**config.mk**
```make
export PLATFORM = sky130hd
export DESIGN_NAME = fft_frame_ctrl
export DESIGN_NICKNAME = d
export VERILOG_FILES = /design/src/rtl/fft_pkg.sv /design/src/rtl/fft_stage_cnt.sv /design/src/rtl/fft_frame_ctrl.sv
export SDC_FILE = /design/constraint.sdc
export NUM_CORES = 1
export LEC_CHECK = 0
export ABC_AREA = 1
export BUFFER_PORTS_ARGS = -buffer_cell sky130_fd_sc_hd__buf_2
export CAP_MARGIN = 25
export CELL_PAD_IN_SITES_DETAIL_PLACEMENT = 1
export CELL_PAD_IN_SITES_GLOBAL_PLACEMENT = 1
export CORE_ASPECT_RATIO = 1.25
export CORE_MARGIN = 2
export CORE_UTILIZATION = 42
export DETAILED_ROUTE_END_ITERATION = 10
export PLACE_DENSITY_LB_ADDON = 0.1
export RECOVER_POWER = 50
export SYNTH_ARGS = -nofsm -noshare
export SYNTH_HDL_FRONTEND = slang
export SYNTH_SLANG_ARGS = --single-unit
```
**constraint.sdc**
```tcl
create_clock -name clk -period 4.76 [get_ports clk]
set_input_delay 0.476 -clock clk [delete_from_list [all_inputs] [get_ports clk]]
set_output_delay 0.476 -clock clk [all_outputs]
set_load 0.02 [all_outputs]
```
**src/rtl/fft_pkg.sv**
```systemverilog
// fft_pkg: shared types and helpers for the FFT frame controller slice.
//   cplx_t     : complex sample {re, im} at the default component width
//   state_e    : frame controller FSM states
//   tw_idx_w() : width of a per-stage twiddle ROM index (LOG2_N - 1)
package fft_pkg;

    localparam int FFT_DATA_WIDTH = 32;

    typedef logic signed [0:1][FFT_DATA_WIDTH-1:0] cplx_t;

    typedef enum logic [1:0] {
        ST_RUN   = 2'd0,
        ST_PAD   = 2'd1,
        ST_DRAIN = 2'd2
    } state_e;

    function automatic int tw_idx_w(input int log2n);
        return log2n - 1;
    endfunction

endpackage

```
**src/rtl/fft_stage_cnt.sv**
```systemverilog
// fft_stage_cnt: sample counter and twiddle index generator for one FFT stage.
//   clk, rst_n : clock, async active-low reset
//   in_valid   : in_valid of this stage, one count per sample
//   tw_idx     : twiddle ROM index for the sample currently at this stage
module fft_stage_cnt
    import fft_pkg::*;
#(
    parameter  int LOG2_N = 5,
    parameter  int STAGE  = 1,
    localparam int TW_W   = tw_idx_w(LOG2_N)
) (
    input  logic            clk,
    input  logic            rst_n,
    input  logic            in_valid,
    output logic [TW_W-1:0] tw_idx
);

    // Stage s uses the low s-1 count bits, scaled up to the full ROM range.
    localparam logic [LOG2_N-1:0] MASK  = LOG2_N'((1 << (STAGE - 1)) - 1);
    localparam int                SHIFT = LOG2_N - STAGE;

    logic [LOG2_N-1:0] cnt_q, cnt_d;

    always_comb begin
        cnt_d = cnt_q + LOG2_N'(in_valid);
    end

    always_ff @(posedge clk or negedge rst_n) begin
        if (!rst_n) cnt_q <= '0;
        else        cnt_q <= cnt_d;
    end

    assign tw_idx = TW_W'(cnt_q & MASK) << SHIFT;

endmodule

```
**src/rtl/fft_frame_ctrl.sv**
```systemverilog
// fft_frame_ctrl: frame-level controller for a streaming radix-2 FFT chain.
//   s_data/s_valid/s_ready : upstream sample stream
//   flush_req              : pulse; pad the partial frame and push a dummy frame
//   pipe_din/pipe_valid    : registered sample into stage 1
//   stage_valid            : per-stage in_valid taps, drive the twiddle counters
//   tw_idx                 : per-stage twiddle ROM index
//   pipe_out_valid         : last-stage out_valid
//   m_valid/m_first/m_last : last-stage output tags for real frames
//   busy                   : flush in progress
module fft_frame_ctrl
    import fft_pkg::*;
#(
    parameter  int N           = 32,
    parameter  int DATA_WIDTH  = 32,
    parameter  int FRAME_CNT_W = 4,
    localparam int LOG2_N      = $clog2(N)
) (
    input  logic                              clk,
    input  logic                              rst_n,
    input  logic [0:1][DATA_WIDTH-1:0]        s_data,
    input  logic                              s_valid,
    output logic                              s_ready,
    input  logic                              flush_req,
    output logic [0:1][DATA_WIDTH-1:0]        pipe_din,
    output logic                              pipe_valid,
    input  logic [1:LOG2_N]                   stage_valid,
    output logic [1:LOG2_N][LOG2_N-2:0]       tw_idx,
    input  logic                              pipe_out_valid,
    output logic                              m_valid,
    output logic                              m_first,
    output logic                              m_last,
    output logic                              busy
);

    localparam logic [LOG2_N-1:0]      LAST    = LOG2_N'(N - 1);
    localparam logic [FRAME_CNT_W-1:0] FR_FULL = '1;

    state_e                      state_q, state_d;
    logic [LOG2_N-1:0]           in_cnt_q, in_cnt_d;
    logic [LOG2_N-1:0]           out_cnt_q, out_cnt_d;
    logic [LOG2_N-1:0]           drain_cnt_q, drain_cnt_d;
    logic                        drain_done_q, drain_done_d;
    logic [FRAME_CNT_W-1:0]      frames_q, frames_d;
    logic [0:1][DATA_WIDTH-1:0]  pipe_din_q, pipe_din_d;
    logic                        pipe_valid_q, pipe_valid_d;
    logic                        accept;
    logic                        fr_inc;

    assign s_ready = (state_q == ST_RUN) && (frames_q != FR_FULL);
    assign accept  = s_valid && s_ready;
    assign busy    = (state_q != ST_RUN);

    // Outputs are tagged only while a real frame is still owed downstream;
    // out_cnt advances regardless so dummy outputs keep frame alignment.
    assign m_valid = pipe_out_valid && (frames_q != '0);
    assign m_first = m_valid && (out_cnt_q == '0);
    assign m_last  = m_valid && (out_cnt_q == LAST);

    always_comb begin
        state_d      = state_q;
        in_cnt_d     = in_cnt_q;
        drain_cnt_d  = drain_cnt_q;
        drain_done_d = drain_done_q;
        pipe_valid_d = 1'b0;
        pipe_din_d   = pipe_din_q;
        fr_inc       = 1'b0;
        frames_d     = frames_q;
        out_cnt_d    = out_cnt_q + LOG2_N'(pipe_out_valid);

        case (state_q)
            ST_RUN: begin
                drain_cnt_d  = '0;
                drain_done_d = 1'b0;
                if (accept) begin
                    pipe_valid_d = 1'b1;
                    pipe_din_d   = s_data;
                    in_cnt_d     = in_cnt_q + 1'b1;
                    fr_inc       = (in_cnt_q == LAST);
                end
            end
            ST_PAD: begin
                pipe_valid_d = 1'b1;
                pipe_din_d   = '0;
                in_cnt_d     = in_cnt_q + 1'b1;
                if (in_cnt_q == LAST) begin
                    fr_inc  = 1'b1;
                    state_d = ST_DRAIN;
                end
            end
            ST_DRAIN: begin
                if (!drain_done_q) begin
                    pipe_valid_d = 1'b1;
                    pipe_din_d   = '0;
                    drain_cnt_d  = drain_cnt_q + 1'b1;
                    if (drain_cnt_q == LAST) drain_done_d = 1'b1;
                end else if (frames_q == '0) begin
                    state_d = ST_RUN;
                end
            end
            default: state_d = ST_RUN;
        endcase

        // Wrap and m_last together cancel out.
        case ({fr_inc, m_last})
            2'b10:   frames_d = frames_q + 1'b1;
            2'b01:   frames_d = frames_q - 1'b1;
            default: frames_d = frames_q;
        endcase

        // Flush decision looks at the counts after this cycle's accept/output,
        // so a sample accepted alongside the pulse is part of the flushed work.
        if ((state_q == ST_RUN) && flush_req) begin
            if (in_cnt_d != '0)      state_d = ST_PAD;
            else if (frames_d != '0) state_d = ST_DRAIN;
        end
    end

    always_ff @(posedge clk or negedge rst_n) begin
        if (!rst_n) begin
            state_q      <= ST_RUN;
            in_cnt_q     <= '0;
            out_cnt_q    <= '0;
            drain_cnt_q  <= '0;
            drain_done_q <= 1'b0;
            frames_q     <= '0;
            pipe_din_q   <= '0;
            pipe_valid_q <= 1'b0;
        end else begin
            state_q      <= state_d;
            in_cnt_q     <= in_cnt_d;
            out_cnt_q    <= out_cnt_d;
            drain_cnt_q  <= drain_cnt_d;
            drain_done_q <= drain_done_d;
            frames_q     <= frames_d;
            pipe_din_q   <= pipe_din_d;
            pipe_valid_q <= pipe_valid_d;
        end
    end

    assign pipe_din   = pipe_din_q;
    assign pipe_valid = pipe_valid_q;

    for (genvar s = 1; s <= LOG2_N; s++) begin : g_stage
        fft_stage_cnt #(
            .LOG2_N (LOG2_N),
            .STAGE  (s)
        ) u_cnt (
            .clk      (clk),
            .rst_n    (rst_n),
            .in_valid (stage_valid[s]),
            .tw_idx   (tw_idx[s])
        );
    end

endmodule

```
==> impl_metrics.prom <==
# TYPE chip_impl_metric gauge
chip_impl_info{name="status",value="complete, but fails checks"} 1
chip_impl_info{name="violations_in_the_final_reports",value="capacitance limit, slew limit"} 1
chip_impl_metric{name="switching_share",unit="%"} 46.53
chip_impl_info{name="layout.cells.most_common_list",value="sky130_fd_sc_hd__dfrtp_1, sky130_fd_sc_hd__inv_1, sky130_fd_sc_hd__buf_2, sky130_fd_sc_hd__clkbuf_1, sky130_fd_sc_hd__o21ai_2"} 1
chip_impl_metric{name="timing.reg2reg.setup_slack",unit="ps"} 1940
chip_impl_metric{name="ys_seq_elements",unit=""} 97
chip_impl_metric{name="via_per_inst",unit=""} 4.612
chip_impl_metric{name="clock_group_share_of_total_power",unit="%"} 17.9
chip_impl_metric{name="p_int",unit="W"} 0.002292
chip_impl_metric{name="sequential_cell_area",unit="µm²"} 2427
chip_impl_metric{name="max-cap-violations",unit=""} 1
chip_impl_metric{name="cts_sinks",unit=""} 97
chip_impl_info{name="critPathKind",value="reg2reg"} 1
chip_impl_metric{name="async_reset_ff_share",unit="%"} 100.0
chip_impl_info{name="critical_path.endpoint",value="state_q[1]"} 1
chip_impl_metric{name="floorplan.initialDensity",unit="%"} 42.53
chip_impl_metric{name="chipWidth",unit="µm"} 102.8
chip_impl_info{name="reg2reg_to",value="state_q[1]"} 1
chip_impl_info{name="synth.largest_area_cell",value="sky130_fd_sc_hd__dfrtp_1"} 1
chip_impl_metric{name="first_pass_detailed_route_iteration_total",unit=""} 4
chip_impl_metric{name="detail_route.iter0.violations",unit=""} 110
chip_impl_metric{name="layout.cells.non_filler",unit=""} 806
chip_impl_metric{name="synthCells",unit=""} 491
chip_impl_metric{name="floorplan.die_area",unit="µm²"} 13110
chip_impl_metric{name="pre_cts_setup_slack",unit="ps"} 1887
chip_impl_metric{name="final.fill_count",unit=""} 1498
chip_impl_metric{name="timing.critical_path.arrival",unit="ps"} 3060
chip_impl_metric{name="p_sw",unit="W"} 0.001995
chip_impl_metric{name="first_pass_grt_wire_length",unit="mm"} 17.86
chip_impl_metric{name="routabilityCongestion",unit=""} 0.7465
chip_impl_metric{name="worst_tran_pin_value",unit="ps"} 2754
chip_impl_metric{name="synth.lib_cells_used.distinct",unit=""} 30
chip_impl_metric{name="sequential_power_share",unit="%"} 32.0
chip_impl_metric{name="fp.dieH",unit="µm"} 127.5
chip_impl_metric{name="cts_hold_buf",unit=""} 0
chip_impl_metric{name="antenna_violations_before_repair",unit=""} 1
chip_impl_metric{name="numPortBuffers",unit=""} 152
chip_impl_info{name="cts_tree",value="built"} 1
chip_impl_metric{name="cp.required",unit="ps"} 5000
chip_impl_metric{name="worst-path-max-fanout",unit=""} 6
chip_impl_metric{name="synth_largest_type_area_fraction",unit="%"} 47.36
chip_impl_metric{name="detail_route.wl_per_cell",unit="µm"} 13.76
chip_impl_metric{name="worstRegToRegCells",unit=""} 19
chip_impl_metric{name="total_routing_usage_gr",unit="%"} 17.33
chip_impl_metric{name="core_area",unit="µm²"} 12050
chip_impl_info{name="yosys-top-cells-area",value="sky130_fd_sc_hd__dfrtp_1, sky130_fd_sc_hd__nand3_2, sky130_fd_sc_hd__o21ai_2, sky130_fd_sc_hd__inv_1, sky130_fd_sc_hd__ha_1"} 1
chip_impl_metric{name="synthesis.area_per_instance",unit="µm²"} 10.44
chip_impl_metric{name="final.setup.worst_slack",unit="ps"} 1937
chip_impl_metric{name="ant_nets",unit=""} 0
chip_impl_metric{name="synth-edff-count",unit=""} 0
chip_impl_metric{name="nNetsFinal",unit=""} 730
chip_impl_info{name="critPathLaunch",value="state_q[0]"} 1
chip_impl_metric{name="fin_crit_sh",unit="%"} 59.31
chip_impl_metric{name="post-route-drc-count",unit=""} 0
chip_impl_info{name="critical_path.reg2reg.startpoint",value="state_q[0]"} 1
chip_impl_metric{name="post-place-cells",unit=""} 790
chip_impl_metric{name="cts.clk_slew.worst_paths",unit="ps"} 70
chip_impl_metric{name="p_comb_share",unit="%"} 50.1
chip_impl_metric{name="placement_rows",unit=""} 45
chip_impl_metric{name="synth.yosys.seq_area_share",unit="%"} 47.36
chip_impl_metric{name="overflow",unit=""} 0
chip_impl_metric{name="ctsResizeCount",unit=""} 0
chip_impl_info{name="layout.cells.most_common",value="sky130_fd_sc_hd__dfrtp_1"} 1
chip_impl_info{name="holdCritPathClass",value="in2reg"} 1
chip_impl_info{name="worstSetupEndpointType",value="flip-flop"} 1
chip_impl_metric{name="layout_overhead_on_the_synthesized_area",unit="%"} 18.09
chip_impl_metric{name="slew-limit-headroom",unit="%"} -83.62
chip_impl_metric{name="number_of_global_route_vias_before_repair",unit=""} 3718
chip_impl_info{name="clockRootBuffer",value="sky130_fd_sc_hd__clkbuf_16"} 1
chip_impl_metric{name="number_of_buffers_added_for_setup_after_cts",unit=""} 0
chip_impl_metric{name="routed-via-count",unit=""} 3717
chip_impl_metric{name="htreeDepth",unit=""} 3
chip_impl_metric{name="synthesis.area",unit="µm²"} 5125
chip_impl_metric{name="drive_above_1_share",unit="%"} 34.95
chip_impl_metric{name="cellPowerDensity",unit="nW/µm²"} 708.4
chip_impl_metric{name="place.detailed.hpwl",unit="mm"} 8.074
chip_impl_info{name="rsz0062_at_grt",value="false"} 1
chip_impl_metric{name="finalSetupViolCount",unit=""} 0
chip_impl_metric{name="timing_hold_violations_final",unit=""} 0
chip_impl_metric{name="drt_wl_total",unit="mm"} 11.09
chip_impl_metric{name="finalWorstPathRequiredPeriod",unit="ps"} 2823
chip_impl_metric{name="timing.setup.tns",unit="ps"} 0
chip_impl_metric{name="timing.fmax",unit="MHz"} 354.2
chip_impl_metric{name="power.leakage",unit="nW"} 2.972
chip_impl_metric{name="fin_hold_ws",unit="ps"} 309.0
chip_impl_info{name="dominantRegCellSynth",value="sky130_fd_sc_hd__dfrtp_1"} 1
chip_impl_metric{name="multiInputGateArea",unit="µm²"} 2021
chip_impl_metric{name="yosys_warnings",unit=""} 0
chip_impl_metric{name="ios",unit=""} 164
chip_impl_metric{name="cts.path.max_buffers",unit=""} 2
chip_impl_metric{name="cts_made_buffers",unit=""} 9
chip_impl_info{name="startpoint_type",value="flip-flop"} 1
chip_impl_metric{name="vdd_drop_max",unit="µV"} 399.7
chip_impl_metric{name="maximum_number_of_pins_on_one_net_before_global_route_repair",unit=""} 129
chip_impl_metric{name="worstSkewPairLatency",unit="ps"} 340
chip_impl_metric{name="timing.final.max_slew_violations",unit=""} 52
chip_impl_metric{name="finalClockSkew",unit="ps"} 6.622
-- synth_stat cells (all sizes together), types with 3 or more instances --
cell / instances
xor2: 6
a21oi: 7
o21ai: 70
dfrtp: 97
nor2: 17
ha: 19
xnor2: 3
buf: 30
inv: 96
nand3: 76
nand2: 56
nand4: 3
-- power groups by stage --
| stage | registers, W | clock network (W) | logic [W] |
|---|---|---|---|
| after detailed placement | 0.00138 | 0 | 0.00226 |
| after global placement | 0.00137 | 0 | 0.00217 |
| after CTS | 0.00137 | 0.000799 | 0.00227 |
| after floorplan | 0.00170 | 0 | 0.00151 |
| after global routing | 0.00143 | 0.000823 | 0.00240 |
| final | 0.00137 | 0.000768 | 0.00215 |
-- through the flow --
| stage | total power (W) | cell area, µm² | utilization [%] |
|---|---|---|---|
| detailed placement | 0.003640 | 5832 | 48.40 |
| finish | 0.004287 | 6052 | 50.23 |
| CTS | 0.004433 | 6142 | 50.98 |
| global placement | 0.003532 | 5812 | 48.23 |
| global route | 0.004651 | 6052 | 50.23 |
| floorplan | 0.003208 | 5159 | - |
-- cells by family after synthesis --
logic type / Yosys count / share of synthesized area (%)
adder cells (fa/ha/maj): 19 / 4.639
AO/OA/AOI/OAI: 83 / 13.33
XOR/XNOR: 9 / 1.538
buffers and inverters: 126 / 13.87
other: 1 / 0.07317
flip-flops: 97 / 47.36
AND/OR/NAND/NOR: 156 / 19.19
-- layer usage --
layer	vias to the layer above	wire [µm]	track usage, %
met5	-	0	0
met4	0	131	6.269
met3	10	498	2.790
met2	78	5683	29.49
met1	1794	4776	22.11
li1	1835	-	-
-- flip-flops by register name, indices dropped and copies added, names as in the netlist --
name / flops
frames_q: 4
drain_cnt_q: 5
out_cnt_q: 5
state_q: 2
in_cnt_q: 5
pipe_valid: 1
drain_done_q: 1
pipe_din: 64
g_stage.u_cnt.cnt_q: 10
-- final cells by class --
class,count,area share [%]
Clock inverter,5,1.344
Inverter,96,5.954
Multi-Input combinational cell,277,33.39
Tap cell,164,3.391
Clock buffer,10,3.783
Sequential cell,97,40.11
Timing Repair Buffer,156,11.99
Antenna cell,1,0.04135
-- how the worst min path moves through the flow --
| stage | from | endpoint | depth (start not counted) |
|---|---|---|---|
| global placement | g_stage[3].u_cnt.cnt_q[1] | g_stage[3].u_cnt.cnt_q[1] | 1 |
| finish | stage_valid[2] | g_stage[2].u_cnt.cnt_q[0] | 2 |
| CTS | rst_n | pipe_din[26] | 1 |
| global route | stage_valid[2] | g_stage[2].u_cnt.cnt_q[0] | 2 |
| floorplan | rst_n | drain_cnt_q[0] | 0 |
| detailed placement | g_stage[3].u_cnt.cnt_q[1] | g_stage[3].u_cnt.cnt_q[1] | 1 |
-- critical path, cell delays in order, from the launching register on --
cell	delay [ps]
sky130_fd_sc_hd__dfrtp_1	420
sky130_fd_sc_hd__inv_1	110
sky130_fd_sc_hd__ha_1	210
sky130_fd_sc_hd__nand3_1	120
sky130_fd_sc_hd__nand2_1	190
sky130_fd_sc_hd__nand2_1	140
sky130_fd_sc_hd__ha_1	250
sky130_fd_sc_hd__inv_1	80
sky130_fd_sc_hd__nand2_1	50
sky130_fd_sc_hd__nand2_1	80
sky130_fd_sc_hd__ha_1	230
sky130_fd_sc_hd__o21ai_0	150
sky130_fd_sc_hd__inv_1	70
sky130_fd_sc_hd__or2_0	200
sky130_fd_sc_hd__nor2_1	110
sky130_fd_sc_hd__nand3_1	90
sky130_fd_sc_hd__nand2_1	80
sky130_fd_sc_hd__nand2_1	50
sky130_fd_sc_hd__nand2_1	60
sky130_fd_sc_hd__inv_1	30
Power figures use the tool's default switching activity.
